--- config.mk ---
export PLATFORM = sky130hd
export DESIGN_NAME = bram_c_reader_flat
export DESIGN_NICKNAME = d
export VERILOG_FILES = /design/src/rtl/bram_c_reader_if.sv /design/src/rtl/bram_c_reader.sv /design/src/flat_wrapper.sv
export SDC_FILE = /design/constraint.sdc
export NUM_CORES = 1
export LEC_CHECK = 0
export BUFFER_PORTS_ARGS = -buffer_cell sky130_fd_sc_hd__clkbuf_2
export CORE_ASPECT_RATIO = 0.7
export CORE_UTILIZATION = 45
export DETAILED_ROUTE_END_ITERATION = 7
export GPL_TIMING_DRIVEN = 0
export PLACE_DENSITY_LB_ADDON = 0.3
export SYNTH_ARGS = -nofsm -noshare
export SYNTH_HDL_FRONTEND = slang
export SYNTH_SLANG_ARGS = --single-unit
--- constraint.sdc ---
create_clock -name clk -period 2 [get_ports clk]
set_input_delay 0.1 -clock clk [delete_from_list [all_inputs] [get_ports clk]]
set_output_delay 0.1 -clock clk [all_outputs]
set_load 0.02 [all_outputs]
--- src/rtl/bram_c_reader_if.sv ---
// Row stream from bram_c_reader to its consumer: valid/ready with an end-of-drain marker.
interface bram_c_reader_if #(
  parameter int DWIDTH       = 8,
  parameter int MAT_MUL_SIZE = 4
);
  logic [MAT_MUL_SIZE*DWIDTH-1:0] out_data;
  logic                           out_valid;
  logic                           out_ready;
  logic                           out_last;

  modport master (output out_data, output out_valid, output out_last, input out_ready);
  modport slave  (input out_data, input out_valid, input out_last, output out_ready);
endinterface

--- src/rtl/bram_c_reader.sv ---
// Drains result rows from BRAM C port 0 into a small FIFO and streams them out.
// Reads are only issued when FIFO occupancy plus the in-flight read leaves room.
module bram_c_reader #(
  parameter int AWIDTH       = 10,
  parameter int DWIDTH       = 8,
  parameter int MAT_MUL_SIZE = 4,
  parameter int FIFO_DEPTH   = 4
) (
  input  logic                           clk,
  input  logic                           reset,
  input  logic                           start,
  input  logic [AWIDTH-1:0]              base_addr,
  input  logic [7:0]                     num_rows,
  output logic                           busy,
  output logic                           done,
  output logic [AWIDTH-1:0]              bram_addr,
  output logic                           bram_en,
  input  logic [MAT_MUL_SIZE*DWIDTH-1:0] bram_rdata,
  bram_c_reader_if.master                out_if
);
  localparam int WORD_W = MAT_MUL_SIZE * DWIDTH;
  localparam int PTR_W  = $clog2(FIFO_DEPTH);
  localparam int CNT_W  = PTR_W + 1;
  localparam logic [AWIDTH-1:0] STRIDE  = AWIDTH'(MAT_MUL_SIZE);
  localparam logic [CNT_W-1:0]  DEPTH_C = CNT_W'(FIFO_DEPTH);

  typedef enum logic [1:0] {IDLE = 2'd0, READ = 2'd1, DRAIN = 2'd2, DONE = 2'd3} state_t;

  state_t             state_r;
  logic [AWIDTH-1:0]  addr_r;
  logic [AWIDTH-1:0]  last_addr_r;
  logic [7:0]         rows_left_r;
  logic [7:0]         beats_left_r;
  logic               inflight_r;
  logic               busy_r;
  logic               done_r;
  logic [WORD_W-1:0]  mem_r [FIFO_DEPTH];
  logic [PTR_W-1:0]   wr_ptr_r;
  logic [PTR_W-1:0]   rd_ptr_r;
  logic [CNT_W-1:0]   count_r;

  logic issue_s;
  logic push_s;
  logic pop_s;
  logic out_valid_s;

  // The in-flight read already owns a FIFO slot, so backpressure stalls issue immediately.
  assign issue_s     = (state_r == READ) && ((count_r + CNT_W'(inflight_r)) < DEPTH_C);
  assign push_s      = inflight_r;
  assign out_valid_s = (count_r != {CNT_W{1'b0}});
  assign pop_s       = out_valid_s && out_if.out_ready;

  assign bram_en          = issue_s;
  assign busy             = busy_r;
  assign done             = done_r;
  assign out_if.out_valid = out_valid_s;
  assign out_if.out_last  = out_valid_s && (beats_left_r == 8'd1);

  // Address bus shows the live address while issuing and holds the previous one otherwise.
  always_comb begin
    bram_addr = last_addr_r;
    if (issue_s) begin
      bram_addr = addr_r;
    end else begin
      bram_addr = last_addr_r;
    end
  end

  // FIFO head is gated so the stream reads zero whenever nothing is valid.
  always_comb begin
    out_if.out_data = {WORD_W{1'b0}};
    if (out_valid_s) begin
      out_if.out_data = mem_r[rd_ptr_r];
    end else begin
      out_if.out_data = {WORD_W{1'b0}};
    end
  end

  // Drain sequencer: address walk, row/beat accounting and status outputs.
  always_ff @(posedge clk) begin
    if (reset) begin
      state_r      <= IDLE;
      addr_r       <= {AWIDTH{1'b0}};
      last_addr_r  <= {AWIDTH{1'b0}};
      rows_left_r  <= 8'd0;
      beats_left_r <= 8'd0;
      inflight_r   <= 1'b0;
      busy_r       <= 1'b0;
      done_r       <= 1'b0;
    end else begin
      inflight_r <= issue_s;
      if (pop_s) begin
        beats_left_r <= beats_left_r - 8'd1;
      end
      case (state_r)
        IDLE: begin
          done_r <= 1'b0;
          if (start) begin
            if (num_rows != 8'd0) begin
              addr_r       <= base_addr;
              rows_left_r  <= num_rows;
              beats_left_r <= num_rows;
              busy_r       <= 1'b1;
              state_r      <= READ;
            end else begin
              done_r  <= 1'b1;
              state_r <= DONE;
            end
          end
        end
        READ: begin
          if (issue_s) begin
            addr_r      <= addr_r + STRIDE;
            last_addr_r <= addr_r;
            rows_left_r <= rows_left_r - 8'd1;
            if (rows_left_r == 8'd1) begin
              state_r <= DRAIN;
            end
          end
        end
        DRAIN: begin
          // Finish on the final pop itself so done lands the very next cycle.
          if ((beats_left_r == 8'd0) || ((beats_left_r == 8'd1) && pop_s)) begin
            busy_r  <= 1'b0;
            done_r  <= 1'b1;
            state_r <= DONE;
          end
        end
        DONE: begin
          done_r  <= 1'b0;
          state_r <= IDLE;
        end
        default: begin
          busy_r  <= 1'b0;
          done_r  <= 1'b0;
          state_r <= IDLE;
        end
      endcase
    end
  end

  // FIFO pointers and occupancy.
  always_ff @(posedge clk) begin
    if (reset) begin
      wr_ptr_r <= {PTR_W{1'b0}};
      rd_ptr_r <= {PTR_W{1'b0}};
      count_r  <= {CNT_W{1'b0}};
    end else begin
      if (push_s) begin
        wr_ptr_r <= wr_ptr_r + PTR_W'(1);
      end
      if (pop_s) begin
        rd_ptr_r <= rd_ptr_r + PTR_W'(1);
      end
      case ({push_s, pop_s})
        2'b10:   count_r <= count_r + CNT_W'(1);
        2'b01:   count_r <= count_r - CNT_W'(1);
        default: count_r <= count_r;
      endcase
    end
  end

  // FIFO storage captures the BRAM word the cycle after its read was issued.
  always_ff @(posedge clk) begin
    if (push_s) begin
      mem_r[wr_ptr_r] <= bram_rdata;
    end
  end
endmodule

--- src/flat_wrapper.sv ---
// flat-port wrapper written by rule: the top's interface ports become plain ports
module bram_c_reader_flat 
#(
  parameter int AWIDTH       = 10,
  parameter int DWIDTH       = 8,
  parameter int MAT_MUL_SIZE = 4,
  parameter int FIFO_DEPTH   = 4
)
  (clk, reset, start, base_addr, num_rows, busy, done, bram_addr, bram_en, bram_rdata, out_if_out_data, out_if_out_valid, out_if_out_last, out_if_out_ready);
  bram_c_reader_if #(.DWIDTH(DWIDTH), .MAT_MUL_SIZE(MAT_MUL_SIZE)) out_if_i ();
  input  logic clk;
  input  logic reset;
  input  logic start;
  input  logic [AWIDTH-1:0] base_addr;
  input  logic [7:0] num_rows;
  output logic busy;
  output logic done;
  output logic [AWIDTH-1:0] bram_addr;
  output logic bram_en;
  input  logic [MAT_MUL_SIZE*DWIDTH-1:0] bram_rdata;
  output wire logic [$bits(out_if_i.out_data)-1:0] out_if_out_data;
  output wire logic [$bits(out_if_i.out_valid)-1:0] out_if_out_valid;
  output wire logic [$bits(out_if_i.out_last)-1:0] out_if_out_last;
  input wire logic [$bits(out_if_i.out_ready)-1:0] out_if_out_ready;
  assign out_if_out_data = out_if_i.out_data;
  assign out_if_out_valid = out_if_i.out_valid;
  assign out_if_out_last = out_if_i.out_last;
  assign out_if_i.out_ready = out_if_out_ready;
  bram_c_reader #(.AWIDTH(AWIDTH), .DWIDTH(DWIDTH), .MAT_MUL_SIZE(MAT_MUL_SIZE), .FIFO_DEPTH(FIFO_DEPTH)) u_core (.clk(clk), .reset(reset), .start(start), .base_addr(base_addr), .num_rows(num_rows), .busy(busy), .done(done), .bram_addr(bram_addr), .bram_en(bram_en), .bram_rdata(bram_rdata), .out_if(out_if_i));
endmodule
==> impl_metrics.env, run 1 <==
export IMPL_yosysTopAreaCell="edfxtp_1"
export IMPL_max_slew_margin=0.3917
export IMPL_synth_seq_cells=178
export IMPL_cts_tree="yes"
export IMPL_synthDistinctLibCells=47
export IMPL_synth_top_area_share=0.5160
export IMPL_numCtsBuffers=17
export IMPL_synth_edf_count=128
export IMPL_synthFlopType="edfxtp_1"
export IMPL_timing_reg2reg_worst_path_depth=6
export IMPL_switching_share=0.3373
export IMPL_portBuffers=100
export IMPL_dpl_cell_count=844
export IMPL_syn_area_per_cell_um2=14.22
export IMPL_rows=38
export IMPL_drv_slew=0
export IMPL_synthCells=524
export IMPL_tightest_slew_ps=912.4
export IMPL_ys_top_cells_by_area="edfxtp_1, dfxtp_1, mux4_2, nor2b_1, ha_1"
export IMPL_ant_nets=0
export IMPL_min_path_cells=3
export IMPL_clockRootBuffer="clkbuf_16"
export IMPL_fin_crit_sh=0.9864
export IMPL_crit_top_cell="buf_6"
export IMPL_p_seq_frac=0.381
export IMPL_gp_congestion=0.9320
export IMPL_nFillCells=1192
export IMPL_regArea_um2=4862
export IMPL_synth_async_reset_ratio=0
export IMPL_clkLatencyLatePin_ps=420
export IMPL_cts_sinks=178
export IMPL_area_delta_synth_final_pct=30.32
export IMPL_criticalPathCategory="register to primary output"
export IMPL_cp_slowest_cell="dfxtp_4"
export IMPL_htree_levels=4
export IMPL_grt_max_degree=33
export IMPL_fin_worst_skew_ps=7.384
export IMPL_vdd_ir_drop_max_mv=0.7174
export IMPL_power_density_nw_per_um2=1273
export IMPL_min_period_ps=1973
export IMPL_startpoint_type="register"
export IMPL_grt_pass1_wl_um=25460
export IMPL_ys_seq_area_frac=0.6503
export IMPL_path_max_fanout=5
export IMPL_stdcell_area_um2=9708
export IMPL_power_switching_uw=4169
export IMPL_postRouteWirelength_um=16420
export IMPL_ff2ff_setup_slack_ps=80
export IMPL_clkPwrFrac=0.260
export IMPL_p_comb_frac=0.358
export IMPL_wl_per_cell_um=17.63
export IMPL_die_h_um=109.7
export IMPL_drt_pass1_iter_count=5
export IMPL_fin_cells=931
export IMPL_post_route_drc_count=0
export IMPL_r2r_start="u_core.state_r[0]"
export IMPL_cts_path_max_buffers=2
export IMPL_utilization=0.6132
export IMPL_timing_rr_end="u_core.addr_r[9]"
export IMPL_p_int_uw=8192
export IMPL_max_stage_delay_ps=370
export IMPL_hpwl_um=10840
export IMPL_setup_violations=0
export IMPL_fin_ws_ps=27.11
export IMPL_place_ws_ps=-453.3
export IMPL_synth_net_count=592
export IMPL_drive_gt1_frac=0.3319
export IMPL_dieArea_um2=17080
export IMPL_min_from="num_rows[1]"
export IMPL_cap_violations=0
export IMPL_crit_required_ps=1900
export IMPL_multi_input_area_um2=2591
export IMPL_hp_class="input pin to register"
export IMPL_io_pins=101
export IMPL_grt_overflow=0
export IMPL_path_cells="and3_4 -> xnor2_4 -> nand2_4 -> buf_6 -> mux2_4 -> buf_6"
export IMPL_arrival_ps=1870
export IMPL_grt_use_total=0.2018
export IMPL_place_area_um2=8230
export IMPL_rsz0062_at_grt="true"
export IMPL_core_area_um2=15830
export IMPL_start_util=0.4705
export IMPL_max_clock_freq_ghz=0.5069
export IMPL_synth_common_cells="edfxtp_1, dfxtp_1, nor2b_1, nand2_1, mux4_2"
export IMPL_diodes=0
export IMPL_nNetsFinal=766
export IMPL_end_kind="primary output"
export IMPL_p_leak_uw=0.003484
export IMPL_chipWidth_um=155.8
export IMPL_grt_pass1_vias=4939
export IMPL_antenna_found_initial=0
export IMPL_status="complete, no violations"
export IMPL_power_total_uw=12360
export IMPL_finalHoldViolCount=0
export IMPL_viasPerCell=5.289
export IMPL_yosysMostFrequentCell="edfxtp_1"
export IMPL_synth_area_um2=7450
export IMPL_yosys_warnings=0
export IMPL_drtIter0Drc=438
export IMPL_hold_end="u_core.beats_left_r[1]"
export IMPL_clkTransAtPathRegs_ps=60
export IMPL_vias=4924
## placed cells by master, fill, tap and decap left out, types with 4 or more instances in the layout
master         instances
buf_4                 17
buf_12                 4
mux2_2                 4
o32ai_1                4
clkbuf_8               4
xor2_1                 7
a31oi_1                4
nand2b_1               8
nand2_1               34
a21oi_1               24
nand4_1                5
and2_2                 4
edfxtp_1             128
clkbuf_1               6
o21ai_0               20
buf_6                 11
nor3_1                10
inv_1                 16
mux2_4                 7
ha_1                  10
buf_2                  6
dlygate4sd3_1         42
clkbuf_2              88
dfxtp_1               44
mux4_2                32
nand3_1                7
clkinv_2               4
clkbuf_16             17
dfxtp_4                4
nor2_1                26
a22oi_1                4
buf_8                  4
nor2b_1               42
xnor2_1                5
## repair_timing
action	CTS	global route
setup buffers	5	9
cloned	1	0
pin swaps	2	4
endpoints found under the hold margin	138	0
gates resized for setup	64	61
endpoints found under the setup margin	72	55
hold buffers	42	0
## through the flow
stage | hold slack, ps | TNS (ps)
floorplan | 198.9 | 0
global placement | 310.9 | -42770
detailed placement | 320.5 | -7622
CTS | 0.5824 | -22.41
global route | 5.286 | -469.5
finish | 15.95 | 0
## cell families (layout without fill, tap and decap cells)
kind of cell | Yosys count | in the layout | share of synthesized area
AOI/OAI and AO/OA | 76 | 76 | 0.06349
xor gates and xnor gates | 13 | 13 | 0.01528
adders and majority gates | 14 | 14 | 0.02452
buffers and inverters | 46 | 233 | 0.02486
DFF | 178 | 178 | 0.6503
muxes | 46 | 46 | 0.1174
and+or+nand+nor | 151 | 151 | 0.1041
## layout make-up
cell class                 count  area share
clock inverter                11     0.01018
clock buffer                  21     0.04949
multi-input combinational    300      0.2669
tap                          220     0.02835
sequential                   178      0.5008
timing repair buffer         157      0.1164
buffer                        24     0.01959
inverter                      20    0.008248
## worst max-delay path by stage
stage / startpoint / endpoint / slack (ps) / cells past startpoint
global route: u_core.count_r[1] / bram_addr[5] / -40 / 6
CTS: u_core.state_r[1] / bram_addr[6] / -10 / 7
finish: u_core.count_r[1] / bram_addr[6] / 30 / 6
detailed placement: u_core.state_r[1] / u_core.rows_left_r[5] / -450 / 8
floorplan: u_core.count_r[2] / u_core.count_r[2] / 130 / 8
global placement: u_core.state_r[1] / u_core.rows_left_r[5] / -390 / 8
## flip-flops by register name, summed over array words and instances, names as in the netlist, named ones only
name and flops:
u_core.count_r 3, u_core.inflight_r 1, u_core.done 1, u_core.busy 1
u_core.wr_ptr_r 2, u_core.rd_ptr_r 2, u_core.last_addr_r 10, u_core.state_r 2
u_core.beats_left_r 8, u_core.addr_r 10, u_core.rows_left_r 8, u_core.mem_r 128
## per-layer routing
layer / up-vias / global-route usage / wire length [um]
li1: 2313 / - / -
met1: 2447 / 0.2717 / 7522
met2: 154 / 0.3154 / 7707
met3: 10 / 0.06188 / 1058
met4: 0 / 0.06303 / 129
met5: - / 0 / 0
## power by group through the flow
stage / Clock [uW] / Combinational (uW) / Sequential [uW]
detailed placement: 0 / 3740 / 4710
floorplan: 0 / 2660 / 4640
global placement: 0 / 3660 / 4680
CTS: 3280 / 4150 / 4690
finish: 3220 / 4430 / 4710
global route: 3430 / 4800 / 4750
## worst max-delay path, delay by kind of cell, from the launching register on
family                    cells  cell delay (ps)
DFF                           1              370
muxes                         1              310
and+or+nand+nor               2              300
buffers and inverters         2              270
xor gates and xnor gates      1              190
Power figures use the tool's default switching activity.
==> run 2: changes to the inputs <==
--- a/config.mk
+++ b/config.mk
@@ -11,6 +11,7 @@
 export DETAILED_ROUTE_END_ITERATION = 7
 export GPL_TIMING_DRIVEN = 0
 export PLACE_DENSITY_LB_ADDON = 0.3
+export SETUP_SLACK_MARGIN = 0.4
 export SYNTH_ARGS = -nofsm -noshare
 export SYNTH_HDL_FRONTEND = slang
 export SYNTH_SLANG_ARGS = --single-unit
==> run 2 against run 1 <==
  * Largest cell class unchanged
  * Sequential share of layout area is 5.6 points lower
  * Final cell count is 3.2% higher
  * Clock skew is 4.2 ps higher
  * Highest routed layer unchanged
  * Via count is 4.8% higher
  * Critical path type unchanged
  * Design area is 13% higher
  * Worst setup slack worse by 41 ps
  * Sequential cell count stayed put
  * Critical path depth is 1 lower
  * Non-clock buffer count is 30 higher
  * Global-route usage is 1.1 points higher
  * The flow now finishes with violations (negative setup slack)
==> impl_metrics.env, run 2 (synthesized netlist as in run 1, its figures left out) <==
export IMPL_p_comb_frac=0.453
export IMPL_met2_usage=0.3253
export IMPL_diodes=0
export IMPL_die_h_um=109.7
export IMPL_max_clock_freq_ghz=0.4966
export IMPL_drt_pass1_iter_count=5
export IMPL_min_period_ps=2014
export IMPL_drive_gt1_frac=0.4656
export IMPL_r2r_start="u_core.inflight_r"
export IMPL_cap_violations=0
export IMPL_end_kind="primary output"
export IMPL_clockRootBuffer="clkbuf_16"
export IMPL_met3_usage=0.04612
export IMPL_portBuffers=100
export IMPL_clkTransAtPathRegs_ps=70
export IMPL_vias=5161
export IMPL_path_max_fanout=7
export IMPL_p_leak_uw=0.003982
export IMPL_fin_ws_ps=-13.67
export IMPL_cts_tree="yes"
export IMPL_tightest_slew_ps=730.4
export IMPL_viasPerCell=5.370
export IMPL_fin_worst_skew_ps=11.60
export IMPL_chipWidth_um=155.8
export IMPL_hp_class="input pin to register"
export IMPL_htree_levels=4
export IMPL_gp_congestion=0.8822
export IMPL_switching_share=0.3437
export IMPL_final_cell_mix="edfxtp_1, clkbuf_2, dlygate4sd3_1"
export IMPL_nNetsFinal=796
export IMPL_grt_pass1_vias=5024
export IMPL_min_from="num_rows[1]"
export IMPL_grt_use_total=0.2124
export IMPL_regMostFlops="u_core.mem_r"
export IMPL_rows=38
export IMPL_grt_max_degree=33
export IMPL_antenna_found_initial=0
export IMPL_clkPwrFrac=0.232
export IMPL_io_pins=101
export IMPL_vdd_ir_drop_max_mv=0.8804
export IMPL_startpoint_type="register"
export IMPL_drv_slew=0
export IMPL_rsz0062_at_grt="true"
export IMPL_status="complete, but fails checks"
export IMPL_place_area_um2=8363
export IMPL_largest_register_ff_count=128
export IMPL_cts_sinks=178
export IMPL_top_usage_layer="met2"
export IMPL_grt_pass1_wl_um=26730
export IMPL_met1_usage=0.3000
export IMPL_criticalPathCategory="register to primary output"
export IMPL_postRouteWirelength_um=18100
export IMPL_stdcell_area_um2=10950
export IMPL_power_total_uw=15020
export IMPL_grt_overflow=0
export IMPL_fin_crit_sh=1.007
export IMPL_p_seq_frac=0.314
export IMPL_arrival_ps=1910
export IMPL_clkLatencyLatePin_ps=430
export IMPL_p_int_uw=9860
export IMPL_cts_path_max_buffers=2
export IMPL_post_route_drc_count=0
export IMPL_setup_violations=1
export IMPL_ant_nets=0
export IMPL_layout_commonest_cell="edfxtp_1"
export IMPL_wl_per_cell_um=18.83
export IMPL_drtIter0Drc=422
export IMPL_power_switching_uw=5164
export IMPL_area_delta_synth_final_pct=46.94
export IMPL_reg_top3="u_core.mem_r x128, u_core.addr_r x10, u_core.last_addr_r x10"
export IMPL_core_area_um2=15830
export IMPL_whs_ps=11.84
export IMPL_dieArea_um2=17080
export IMPL_start_util=0.4705
export IMPL_failed_checks="negative setup slack"
export IMPL_power_density_nw_per_um2=1372
export IMPL_max_slew_margin=0.5131
export IMPL_crit_required_ps=1900
export IMPL_hpwl_um=10500
export IMPL_numCtsBuffers=17
export IMPL_finalHoldViolCount=0
-- run 2: repair_timing --
| action | CTS | global route |
|---|---|---|
| endpoints found under the setup margin | 204 | 88 |
| endpoints found under the hold margin | 137 | 0 |
| setup buffers | 27 | 10 |
| pin swaps | 17 | 29 |
| hold buffers | 41 | 0 |
| cloned | 4 | 3 |
| resized for setup | 169 | 154 |
-- run 2: final cells by class --
cell class,instances,area (um^2)
Buffer,26,291.5
Clock inverter,14,195.2
Clock buffer,18,429.2
Timing Repair Buffer,185,1705
Sequential cell,178,4872
Inverter,20,92.59
Fill cell,1031,4886
Multi-Input combinational cell,300,3085
Tap cell,220,275.3
-- run 2: critical path, cell delays in order, from the launching register on --
cell       delay [ps]
dfxtp_2           330
clkbuf_16         180
clkbuf_16         170
mux4_2            490
nor2b_1           150
clkbuf_2          170
-- run 2: metrics by stage --
step                      std cells  setup slack, ps  TNS, ps  utilization
after floorplan                 524            286.1        0            -
after global placement          844           -145.9    -2855       0.5282
after detailed placement        844           -131.2    -2361       0.5282
after CTS                       948           -37.79   -361.3       0.6515
after global routing            961           -60.33   -923.0       0.6914
final                           961           -13.67   -13.67       0.6914
-- run 2: per-layer routing --
| layer | wire length [um] | vias up |
|---|---|---|
| met1 | 8177 | 2561 |
| met5 | 0 | - |
| met3 | 1089 | 31 |
| met4 | 293 | 0 |
| li1 | - | 2387 |
| met2 | 8537 | 182 |
-- run 2: final timing paths --
path	end	slack, ps	cells after the start
max	out_if_out_data[5]	-10	5
min	u_core.beats_left_r[1]	10	3
max reg2reg	u_core.rows_left_r[7]	90	8
min reg2reg	u_core.addr_r[0]	480	2
-- run 2: power by group through the flow --
stage	logic [uW]	clock network [uW]	registers, uW
detailed placement	3940	0	4730
CTS	5630	3530	4680
global route	7210	3680	4760
floorplan	2850	0	4670
finish	6810	3490	4720
global placement	3880	0	4710
